`config.mk`:
```
export PLATFORM = sky130hd
export DESIGN_NAME = mem_stage
export DESIGN_NICKNAME = d
export VERILOG_FILES = /design/src/rtl/mem_stage.sv
export SDC_FILE = /design/constraint.sdc
export NUM_CORES = 1
export LEC_CHECK = 0
export BUFFER_PORTS_ARGS = -buffer_cell sky130_fd_sc_hd__buf_2
export CAP_MARGIN = 40
export CORE_AREA = 10 10 115 117
export DETAILED_ROUTE_END_ITERATION = 8
export DIE_AREA = 0 0 125 127
export PLACE_DENSITY = 0.68
export SYNTH_ARGS = -nofsm -noshare
export SYNTH_HDL_FRONTEND = slang
export SYNTH_SLANG_ARGS = --single-unit
```
`constraint.sdc`:
```
create_clock -name clk -period 1.55 [get_ports clk]
set_input_delay 0.3875 -clock clk [delete_from_list [all_inputs] [get_ports clk]]
set_output_delay 0.3875 -clock clk [all_outputs]
set_load 0.1 [all_outputs]
```
`src/rtl/mem_stage.sv`:
```
// mem_stage: MEM pipeline stage. Drives a variable-latency data-memory
// req/ack port and resolves branches. It also holds the MEM/WB register.
// Upstream is stalled while an access is outstanding. Misaligned or
// timed-out accesses are aborted and latched into a sticky error flag.
module mem_stage #(
  parameter int TIMEOUT = 16
) (
  input  logic        clk,
  input  logic        reset,
  input  logic        mem_to_reg_in,
  input  logic        reg_write_in,
  input  logic        mem_read_in,
  input  logic        mem_write_in,
  input  logic        branch_in,
  input  logic [31:0] branch_target_in,
  input  logic        zero_in,
  input  logic [31:0] alu_result_in,
  input  logic [31:0] write_data_in,
  input  logic [4:0]  write_reg_in,
  output logic        dmem_req,
  output logic        dmem_we,
  output logic [31:0] dmem_addr,
  output logic [31:0] dmem_wdata,
  input  logic [31:0] dmem_rdata,
  input  logic        dmem_ack,
  output logic        stall,
  output logic        pc_src,
  output logic [31:0] pc_target,
  output logic        mem_error,
  output logic        mem_to_reg_out,
  output logic        reg_write_out,
  output logic [31:0] read_data_out,
  output logic [31:0] alu_result_out,
  output logic [4:0]  write_reg_out
);

  // state   | meaning
  // ST_IDLE | no access outstanding; a new aligned access raises dmem_req
  // ST_WAIT | access issued, waiting for dmem_ack; upstream frozen
  typedef enum logic {ST_IDLE, ST_WAIT} state_t;

  localparam int CW = $clog2(TIMEOUT) + 1;
  localparam logic [CW-1:0] CNT_LAST = CW'(TIMEOUT - 1);

  state_t          state, state_nxt;
  logic [CW-1:0]   cnt, cnt_nxt;
  logic            access, misaligned, is_load, in_wait;
  logic            complete, abort, capture;

  assign access     = mem_read_in | mem_write_in;
  assign misaligned = access & (alu_result_in[1:0] != 2'b00);
  // Read and write both set is treated as a write, so no load data returns.
  assign is_load    = mem_read_in & ~mem_write_in;
  assign in_wait    = (state == ST_WAIT);

  // The request is held through WAIT; EX/MEM is frozen by stall, so
  // address, data and direction stay stable without extra registers.
  assign dmem_req   = ~reset & (in_wait | (access & ~misaligned));
  assign dmem_we    = mem_write_in;
  assign dmem_addr  = alu_result_in;
  assign dmem_wdata = write_data_in;

  // An ack on the last allowed cycle wins over the abort.
  assign abort      = in_wait & ~dmem_ack & (cnt == CNT_LAST);
  assign complete   = dmem_req & dmem_ack;
  assign stall      = dmem_req & ~dmem_ack & ~abort;

  assign pc_src     = branch_in & zero_in;
  assign pc_target  = branch_target_in;

  // Non-memory instructions flow straight through. Memory instructions
  // write back only on the completion cycle.
  assign capture    = ~access | complete;

  // State and wait-cycle counter register.
  always_ff @(posedge clk) begin
    if (reset) begin
      state <= ST_IDLE;
      cnt   <= '0;
    end else begin
      state <= state_nxt;
      cnt   <= cnt_nxt;
    end
  end

  // Next-state logic: enter WAIT on an unacknowledged request, leave on ack or abort.
  always_comb begin
    state_nxt = state;
    cnt_nxt   = cnt;
    case (state)
      ST_IDLE: begin
        if (dmem_req && !dmem_ack) begin
          state_nxt = ST_WAIT;
          cnt_nxt   = CW'(1);
        end else begin
          cnt_nxt   = '0;
        end
      end
      ST_WAIT: begin
        if (dmem_ack || abort) begin
          state_nxt = ST_IDLE;
          cnt_nxt   = '0;
        end else begin
          cnt_nxt   = cnt + CW'(1);
        end
      end
      default: begin
        state_nxt = ST_IDLE;
        cnt_nxt   = '0;
      end
    endcase
  end

  // Sticky error flag: set by a misaligned access or a timeout abort.
  always_ff @(posedge clk) begin
    if (reset) begin
      mem_error <= 1'b0;
    end else if (abort || (misaligned && !in_wait)) begin
      mem_error <= 1'b1;
    end
  end

  // MEM/WB register: capture on completion or non-access, otherwise insert a bubble.
  always_ff @(posedge clk) begin
    if (reset || !capture) begin
      mem_to_reg_out <= 1'b0;
      reg_write_out  <= 1'b0;
      read_data_out  <= '0;
      alu_result_out <= '0;
      write_reg_out  <= '0;
    end else begin
      mem_to_reg_out <= mem_to_reg_in;
      reg_write_out  <= reg_write_in;
      read_data_out  <= (complete && is_load) ? dmem_rdata : 32'h0;
      alu_result_out <= alu_result_in;
      write_reg_out  <= write_reg_in;
    end
  end

endmodule

```
==> reports/metrics.yaml, run 1 <==
run_status:
  status: "complete, but fails checks"
  violations: "setup timing"
clocking:
  cts_hold_repair.buffers: 0
  cts.sink_count: 78
  htreeDepth: 3
  clockBufferDepth: 2
  cts-root-buf: "clkbuf_16"
  insertion_delay_ps: 330
  cts_tree: "yes"
  numCtsBuffers: 9
  cts.clk_slew.worst_paths_ps: 60
floorplanning:
  die_w_um: 125
  dieArea_mm2: 0.01588
  fp-row-count: 39
  die_h_um: 127
  coreArea_mm2: 0.01113
  initial_core_util: 0.2735
  ios: 314
timing:
  slew_viol_final: 0
  finalHoldViolCount: 0
  skew_ps: 10.42
  post-route-min-period_ps: 1966
  tns_ps: -610.5
  fmax_mhz: 508.7
  rsz0062_at_grt: "true"
  setup_viol_count_final: 2
  fin_ws_ps: -415.7
  min_period_over_period: 1.268
  max-slew-margin-rel: 0.6548
  worst_pin_slew_ps: 521.4
synthesis:
  yosysWarnings: 0
  avgSynthCellArea_um2: 10.60
  synthMuxAreaShare: 0
  netlist_area_mm2: 0.003043
  yosys.area_share.adder: 0.008224
  ys_ff_latch: 78
  synth_top_family_by_area: "buffers and inverters"
  synth_nets: 431
  synth.distinct_cells: 27
  synth-simple-area-share: 0.1846
  synth_cells: 287
  synth-xor-area-share: 0.005757
  synth_compound_area_frac: 0.02919
  synth_seq_area_share: 0.5132
setup_path:
  slowest_stage: "dfxtp_2"
  end_kind: "output pin"
  cp_max_fo: 2
  critical-path-top-delay-family: "flip-flops"
  r2r_setup_slack_ps: 70
  crit_top_cell: "ha_4"
  cp-endpoint: "stall"
  rr_endpoint: "cnt[0]$_SDFF_PP0_"
  r2r-start: "cnt[1]$_SDFF_PP0_"
  crit_required_ps: 1160
  slowest_delay_ps: 330
  path_cells: "ha_4, and3_4, ha_4, nor2b_4, o21a_4, buf_12"
  arrival_ps: 1580
  r2r_cells: 8
  path_depth: 6
  setup.worst_path.start: "cnt[1]$_SDFF_PP0_"
  critPathBufInv: 1
  worstSetupPathType: "reg -> out"
  worstSetupStartpointType: "flop"
finish:
  fillers: 1066
  num_antenna_cells: 0
  final-seq-area_mm2: 0.001564
  multi_input_area_um2: 773.2
  area_growth_pct: 44.61
  num-nets-final: 536
  drive_gt1_frac: 0.5768
pwr:
  powerDensity_mw_per_mm2: 1197
  finalPower_mw: 5.269
  leakage_nw: 2.189
  ir_drop_uv: 592.6
global_routing:
  overflow: 0
  grt_max_degree: 38
  grt_pass1_vias: 2356
  antenna_found_initial: 1
  grt_pass1_wl_um: 15010
  groute.usage.overall: 0.1241
worst_hold_path:
  hold_path_class: "in -> reg"
  whs_path_depth: 2
drt:
  dr.pass1.iters: 3
  ant_nets: 0
  first_iter_violations: 52
  detail_route.vias_per_cell: 3.948
  vias: 2132
  totalWireLength_um: 10410
  route.detailed.drc: 0
  avgRoutedWirePerCell_um: 19.28
place:
  gp_congestion: 0.8659
  port-buffer-count: 185
  dpl.hpwl_um: 9114
job:
  drv_cap: 0
synthesized netlist by cell type:
| cell type | instances | area share |
|---|---|---|
| ha_1 | 2 | 0.0082 |
| nand2_1 | 2 | 0.0025 |
| dfxtp_1 | 78 | 0.51 |
| nor2b_1 | 1 | 0.0021 |
| buf_6 | 3 | 0.011 |
| nor3_1 | 1 | 0.0016 |
| a2bb2oi_1 | 1 | 0.0029 |
| a21oi_1 | 2 | 0.0033 |
| and2_1 | 72 | 0.15 |
| a31oi_1 | 1 | 0.0021 |
| xor2_1 | 1 | 0.0029 |
| inv_1 | 3 | 0.0037 |
| xnor2_1 | 1 | 0.0029 |
| o21ai_0 | 1 | 0.0016 |
| or2_4 | 1 | 0.0029 |
| nor2_1 | 6 | 0.0074 |
| and3_1 | 2 | 0.0041 |
| nand2b_4 | 1 | 0.0045 |
| o32ai_4 | 1 | 0.0090 |
| buf_4 | 97 | 0.24 |
| nand3_1 | 1 | 0.0016 |
| or2_2 | 1 | 0.0021 |
| clkbuf_2 | 3 | 0.0049 |
| o21a_1 | 2 | 0.0049 |
| o22ai_1 | 1 | 0.0021 |
| o21ba_2 | 1 | 0.0033 |
| nor4b_4 | 1 | 0.0078 |
logic make-up after synthesis:
family	Yosys count
buffers and inverters	106
AND/OR/NAND/NOR	89
flip-flops	78
AO/OA/AOI/OAI	10
XOR/XNOR	2
adder cells (fa/ha/maj)	2
worst min-delay path by stage:
stage | endpoint | start
floorplan | mem_error$_SDFFE_PP0P_ | reset
global placement | cnt[3]$_SDFF_PP0_ | cnt[3]$_SDFF_PP0_
detailed placement | cnt[3]$_SDFF_PP0_ | cnt[3]$_SDFF_PP0_
CTS | read_data_out[23]$_SDFF_PP0_ | dmem_rdata[23]
global route | read_data_out[23]$_SDFF_PP0_ | dmem_rdata[23]
finish | write_reg_out[0]$_SDFF_PP0_ | write_reg_in[0]
placed cells by master (no fill, tap or decap), drive strengths merged:
cell type  instances
a31oi              1
xnor2              1
nor2b              1
a21oi              2
clkbuf            10
buf              196
nor4b              1
or2                2
o21a               2
o32ai              1
a2bb2oi            1
inv                6
nand3              1
nor3               1
clkinv             2
nand2b             1
clkinvlp           2
o22ai              1
nand2              2
ha                 2
dfxtp             78
o21ba              1
xor2               1
o21ai              1
nor2               6
and3               2
and2              72
state kept, by name (all words and copies together) (netlist names):
register,count
alu_result_out,32
in_wait,1
mem_error,1
read_data_out,32
cnt,5
write_reg_out,5
mem_to_reg_out,1
reg_write_out,1
what timing repair did:
item | in CTS | in global routing
setup endpoints to repair | 2 | 6
resized for setup | 2 | 4
pin swaps | 0 | 3
setup buffers | 1 | 1
routing by layer:
metal,up-vias,share of wire,GRT usage
met4,2,0.013,0.05014
li1,999,-,-
met3,10,0.20,0.1195
met1,913,0.29,0.1023
met5,-,0.0040,0.01858
met2,208,0.49,0.1987
where the power goes:
part           total [mW]  internal (mW)  switching [mW]
Combinational        1.25          0.355           0.896
Clock                1.95           1.10           0.848
Sequential           2.07           2.06          0.0143
Total                5.27           3.51            1.76
through the flow:
step | util | instances | area, um2 | worst slack [ps] | hold WS [ps]
after floorplan | - | 287 | 3104 | -279.4 | 456.6
after global placement | 0.3670 | 523 | 4083 | -238.5 | 500.7
after detailed placement | 0.3670 | 523 | 4083 | -243.4 | 528.6
after CTS | 0.3940 | 540 | 4383 | -447.8 | 232.8
after global routing | 0.3955 | 540 | 4400 | -469.0 | 232.9
final | 0.3955 | 540 | 4400 | -415.7 | 251.0
cell type report:
| type | count | area share |
|---|---|---|
| inverters | 3 | 0.002559 |
| flip-flops and latches | 78 | 0.3554 |
| repair buffers | 197 | 0.3620 |
| clock inverters | 7 | 0.01251 |
| multi-input cells | 103 | 0.1757 |
| well taps | 143 | 0.04066 |
| clock buffers | 9 | 0.05118 |
No activity file was read; power rests on OpenSTA's default activity.
==> inputs of run 2 (changes only) <==
--- a/config.mk
+++ b/config.mk
@@ -7,10 +7,11 @@
 export LEC_CHECK = 0
 export BUFFER_PORTS_ARGS = -buffer_cell sky130_fd_sc_hd__buf_2
 export CAP_MARGIN = 40
-export CORE_AREA = 10 10 115 117
+export CORE_AREA = 10 10 113 115
+export CTS_BUF_LIST = sky130_fd_sc_hd__clkbuf_4
 export DETAILED_ROUTE_END_ITERATION = 8
-export DIE_AREA = 0 0 125 127
-export PLACE_DENSITY = 0.68
+export DIE_AREA = 0 0 123 125
+export PLACE_DENSITY = 0.71
 export SYNTH_ARGS = -nofsm -noshare
 export SYNTH_HDL_FRONTEND = slang
 export SYNTH_SLANG_ARGS = --single-unit
==> reports/metrics.yaml, run 2 (synthesis gave the netlist of run 1 again) <==
run_status:
  status: "complete, but fails checks"  # unchanged
  violations: "setup timing"  # unchanged
finish:
  top_regs: "alu_result_out: 32 flops, read_data_out: 32 flops"  # unchanged
  num-nets-final: 544  # was 536
  final_cell_mix: "buf_4, buf_2, dfxtp_1"  # was buf_2, dfxtp_1, and2_1
  drive_gt1_frac: 0.5877  # was 0.5768
  area_growth_pct: 48.81  # was 44.61%
  fin_area_mm2: 0.004528  # was 0.004400 mm2
  final_common_cell: "buf_4"  # was buf_2
setup_path:
  path_cells: "ha_4, and3_4, ha_4, nor2b_4, o21a_4, buf_12"  # unchanged
  slowest_delay_ps: 360  # was 330 ps
  r2r_setup_slack_ps: 90  # was 70 ps
  cp_max_fo: 2  # unchanged
  worstSetupPathType: "reg -> out"  # unchanged
  arrival_ps: 1710  # was 1580 ps
  crit_required_ps: 1160  # about the same
  crit_top_cell: "ha_4"  # unchanged
  rr_endpoint: "cnt[0]$_SDFF_PP0_"  # unchanged
  end_kind: "output pin"  # unchanged
  worstSetupStartpointType: "flop"  # unchanged
  r2r_cells: 8  # unchanged
  critPathBufInv: 1  # unchanged
  r2r-start: "cnt[1]$_SDFF_PP0_"  # unchanged
  critical-path-top-delay-family: "flip-flops"  # unchanged
  slowest_stage: "dfxtp_2"  # unchanged
timing:
  max-slew-margin-rel: 0.7849  # was 0.6548
  fin_ws_ps: -550.5  # was -415.7 ps
  skew_ps: 17.32  # was 10.42 ps
  worst_pin_slew_ps: 320.2  # was 521.4 ps
  min_period_over_period: 1.355  # was 1.268
  finalHoldViolCount: 0  # unchanged
  setup_viol_count_final: 2  # unchanged
  rsz0062_at_grt: "true"  # unchanged
  fmax_mhz: 476.1  # was 508.7 MHz
  slew_viol_final: 0  # unchanged
  post-route-min-period_ps: 2100  # was 1966 ps
drt:
  ant_nets: 0  # unchanged
  detail_route.vias_per_cell: 3.945  # was 3.948
  totalWireLength_um: 10760  # was 10,410 um
  vias: 2154  # was 2,132
  route.detailed.drc: 0  # unchanged
  first_iter_violations: 45  # was 52
  dr.pass1.iters: 4  # was 3
  avgRoutedWirePerCell_um: 19.71  # was 19.28 um
clocking:
  numCtsBuffers: 9  # unchanged
  clockBufferDepth: 2  # unchanged
  htreeDepth: 3  # unchanged
  cts.clk_slew.worst_paths_ps: 140  # was 60 ps
  cts-root-buf: "clkbuf_4"  # was clkbuf_16
  cts_tree: "yes"  # unchanged
  insertion_delay_ps: 430  # was 330 ps
  cts.sink_count: 78  # unchanged
global_routing:
  groute.usage.overall: 0.1284  # was 0.1241
  antenna_found_initial: 0  # was 1
  grt_pass1_vias: 2323  # was 2,356
  overflow: 0  # unchanged
  grt_max_degree: 33  # was 38
  grt_pass1_wl_um: 14640  # was 15,010 um
floorplanning:
  fp-row-count: 38  # was 39
  coreArea_mm2: 0.01060  # was 0.01113 mm2
  die_h_um: 125  # was 127 um
  dieArea_mm2: 0.01538  # was 0.01588 mm2
  die_w_um: 123  # was 125 um
  initial_core_util: 0.2870  # was 0.2735
  ios: 314  # unchanged
pwr:
  ir_drop_uv: 518.2  # was 592.6 uV
  leakage_nw: 2.194  # was 2.189 nW
  powerDensity_mw_per_mm2: 1088  # was 1197 mW/mm2
job:
  drv_cap: 0  # unchanged
place:
  port-buffer-count: 185  # unchanged
  placed_area_mm2: 0.004111  # was 0.004083 mm2
  dpl.hpwl_um: 9168  # was 9114 um
  gp_congestion: 0.8641  # was 0.8659
  place_ws_ps: -242.9  # was -243.4 ps
worst_hold_path:
  hold_path_class: "in -> reg"  # unchanged
  hp-start: "write_reg_in[2]"  # was write_reg_in[0]
  hold_end: "write_reg_out[2]$_SDFF_PP0_"  # was write_reg_out[0]$_SDFF_PP0_
  whs_path_depth: 2  # unchanged
[run 2: cell count changes in the layout (fill, tap and decap cells not counted), moves of 2 or more]
cell,before,now
inv_6,3,1
clkbuf_16,9,0
buf_4,11,90
bufinv_16,0,3
buf_2,146,76
clkinvlp_4,2,0
clkbuf_4,1,9
[run 2: repair_timing]
action                     in CTS  in global routing
setup endpoints to repair      73                  4
pin swaps                       2                  3
cloned                          0                  0
resized for setup              73                  4
hold buffers                    0                  0
buffers inserted                2                  2
[run 2: how the worst max path moves through the flow]
| stage | from | to | slack [ps] | cells past startpoint |
|---|---|---|---|---|
| global placement | alu_result_in[1] | stall | -210 | 5 |
| global route | cnt[1]$_SDFF_PP0_ | stall | -620 | 6 |
| finish | cnt[1]$_SDFF_PP0_ | stall | -550 | 6 |
| floorplan | alu_result_in[1] | dmem_req | -280 | 3 |
| CTS | cnt[0]$_SDFF_PP0_ | stall | -590 | 6 |
| detailed placement | alu_result_in[1] | stall | -240 | 5 |
[run 2: per-layer routing]
| layer | global-route usage | routed length [um] |
|---|---|---|
| met2 | 0.2471 | 5919 |
| met5 | 0 | 0 |
| met4 | 0.05278 | 186 |
| met3 | 0.08371 | 1786 |
| met1 | 0.09393 | 2871 |
[run 2: area by class of cell]
class                      count  area (um2)
clock inverter                 7       121.4
inverter                       3       11.26
tap                          140       175.2
antenna                        1       2.502
timing repair buffer         205        1819
clock buffer                   9       67.56
sequential                    78        1565
multi-input combinational    103       765.7
fill                        1005        6075
[run 2: stage by stage]
stage	instances	hold slack [ps]	TNS [ps]	util	total power, mW
after floorplan	287	456.6	-368.3	-	3.776
after global placement	526	502.9	-386.1	0.3878	3.360
after detailed placement	526	511.6	-1219	0.3878	3.373
after CTS	544	108.2	-769.6	0.4245	4.995
after global routing	545	118.1	-825.6	0.4268	5.120
final	546	147.1	-734.3	0.4271	4.925
[run 2: where the power goes]
part / internal [mW] / switching, mW / leakage (nW)
combinational: 0.387 / 0.897 / 1.46
sequential: 2.06 / 0.0171 / 0.635
clock: 0.825 / 0.743 / 0.100
==> inputs of run 3 (changes only) <==
--- a/config.mk
+++ b/config.mk
@@ -12,6 +12,7 @@
 export DETAILED_ROUTE_END_ITERATION = 8
 export DIE_AREA = 0 0 123 125
 export PLACE_DENSITY = 0.71
+export REMOVE_ABC_BUFFERS = 1
 export SYNTH_ARGS = -nofsm -noshare
 export SYNTH_HDL_FRONTEND = slang
 export SYNTH_SLANG_ARGS = --single-unit
==> reports/metrics.yaml, run 3 (synthesis gave the netlist of run 1 again) <==
run_status:
  status: "complete, but fails checks"  # unchanged
  violations: "setup timing"  # unchanged
drt:
  ant_nets: 0  # unchanged
  vias: 2270  # was 2,154
  first_iter_violations: 50  # was 45
  dr.pass1.iters: 5  # was 4
  avgRoutedWirePerCell_um: 26.70  # was 19.71 um
  totalWireLength_um: 14520  # was 10,760 um
  route.detailed.drc: 0  # unchanged
  detail_route.vias_per_cell: 4.173  # was 3.945
finish:
  final_common_cell: "buf_4"  # unchanged
  top_regs: "alu_result_out: 32 flops, read_data_out: 32 flops"  # unchanged
  fin_area_mm2: 0.004477  # was 0.004528 mm2
  num_antenna_cells: 0  # was 1
  area_growth_pct: 47.12  # was 48.81%
  final_cell_mix: "buf_4, buf_2, dfxtp_1"  # unchanged
  drive_gt1_frac: 0.5792  # was 0.5877
  num-nets-final: 544  # unchanged
global_routing:
  groute.usage.overall: 0.1809  # was 0.1284
  antenna_found_initial: 0  # unchanged
  grt_pass1_wl_um: 19090  # was 14,640 um
  overflow: 0  # unchanged
  grt_pass1_vias: 2585  # was 2,323
  grt_max_degree: 38  # was 33
setup_path:
  end_kind: "output pin"  # unchanged
  slowest_stage: "dfxtp_2"  # unchanged
  critical-path-top-delay-family: "flip-flops"  # unchanged
  cp_max_fo: 2  # unchanged
  crit_required_ps: 1160  # about the same
  arrival_ps: 1720  # was 1710 ps
  worstSetupStartpointType: "flop"  # unchanged
  critPathBufInv: 1  # unchanged
  crit_top_cell: "ha_4"  # unchanged
  path_cells: "ha_4, and3_4, ha_4, nor2b_4, o21a_1, buf_12"  # was ha_4, and3_4, ha_4, nor2b_4, o21a_4, buf_12
  slowest_delay_ps: 360  # about the same
  worstSetupPathType: "reg -> out"  # unchanged
timing:
  fin_ws_ps: -554.2  # was -550.5 ps
  setup_viol_count_final: 2  # unchanged
  post-route-min-period_ps: 2104  # was 2100 ps
  slew_viol_final: 0  # unchanged
  finalHoldViolCount: 0  # unchanged
  min_period_over_period: 1.358  # was 1.355
  fmax_mhz: 475.2  # was 476.1 MHz
  worst_pin_slew_ps: 334.3  # was 320.2 ps
  skew_ps: 16.57  # was 17.32 ps
  max-slew-margin-rel: 0.7763  # was 0.7849
  rsz0062_at_grt: "true"  # unchanged
clocking:
  numCtsBuffers: 9  # unchanged
  cts.sink_count: 78  # unchanged
  cts.clk_slew.worst_paths_ps: 140  # about the same
  clockBufferDepth: 2  # unchanged
  insertion_delay_ps: 430  # about the same
  cts_tree: "yes"  # unchanged
  cts-root-buf: "clkbuf_4"  # unchanged
  htreeDepth: 3  # unchanged
place:
  gp_congestion: 0.8680  # was 0.8641
  port-buffer-count: 185  # unchanged
  place_ws_ps: -342.2  # was -242.9 ps
  placed_area_mm2: 0.004060  # was 0.004111 mm2
  dpl.hpwl_um: 12840  # was 9168 um
floorplanning:
  dieArea_mm2: 0.01538  # unchanged
  die_w_um: 123  # unchanged
  coreArea_mm2: 0.01060  # unchanged
  initial_core_util: 0.2870  # unchanged
  ios: 314  # unchanged
  die_h_um: 125  # unchanged
  fp-row-count: 38  # unchanged
worst_hold_path:
  hold_path_class: "in -> reg"  # unchanged
pwr:
  powerDensity_mw_per_mm2: 1027  # was 1088 mW/mm2
  ir_drop_uv: 654.0  # was 518.2 uV
  leakage_nw: 2.156  # was 2.194 nW
job:
  drv_cap: 0  # unchanged
==> run 3: cell type report <==
class / instances / area [um2]
fill: 977 / 6126
clock inverter: 5 / 60.06
multi-input combinational: 103 / 744.5
tap: 140 / 175.2
timing repair buffer: 205 / 1843
clock buffer: 10 / 75.07
inverter: 3 / 11.26
sequential: 78 / 1568
==> run 3: timing repair <==
| action | CTS | global route |
|---|---|---|
| pin swaps | 5 | 1 |
| buffers inserted | 2 | 1 |
| hold buffers | 0 | 0 |
| cloned | 0 | 0 |
| resized for setup | 86 | 5 |
| setup endpoints to repair | 75 | 7 |
==> run 3: report_power, final <==
group | internal (mW) | switching (mW) | total, mW
Clock | 0.507 | 0.730 | 1.24
Sequential | 2.06 | 0.0186 | 2.07
Combinational | 0.389 | 0.897 | 1.29
Total | 2.95 | 1.65 | 4.60
==> run 3: stage by stage <==
stage	instances	hold slack [ps]	total power [mW]	utilization	setup TNS (ps)
3_3_place_gp	526	510.9	3.357	0.3829	-965.8
4_1_cts	543	94.11	4.646	0.4192	-760.5
2_1_floorplan	184	456.6	2.577	-	-1918
3_5_place_dp	526	533.0	3.368	0.3829	-1665
5_1_grt	544	101.8	4.768	0.4222	-838.6
6_report	544	130.8	4.597	0.4222	-703.1
==> run 3: layer usage <==
metal | vias up | track usage | share of wire
li1 | 1014 | - | -
met1 | 980 | 0.1471 | 0.29
met2 | 256 | 0.2506 | 0.40
met3 | 18 | 0.2426 | 0.29
met4 | 2 | 0.05072 | 0.015
met5 | - | 0.04276 | 0.0041
==> run 3: worst reg2reg max path: cells and delay by family (launching register included) <==
kind	cells	cell delay [ps]
DFF	1	360
and+or+nand+nor	3	360
adders and majority gates	2	310
buffers and inverters	2	210
AOI/OAI and AO/OA	1	160
==> run 3: path summary, 6_finish.rpt <==
path                            slack, ps                           to  cells after the start                   start
worst max-delay path                 -550                        stall                      6       cnt[1]$_SDFF_PP0_
worst min-delay path                  130  read_data_out[0]$_SDFF_PP0_                      2           dmem_rdata[0]
worst min register to register        580       mem_error$_SDFFE_PP0P_                      2  mem_error$_SDFFE_PP0P_
worst max register to register         80            cnt[0]$_SDFF_PP0_                      8       cnt[1]$_SDFF_PP0_
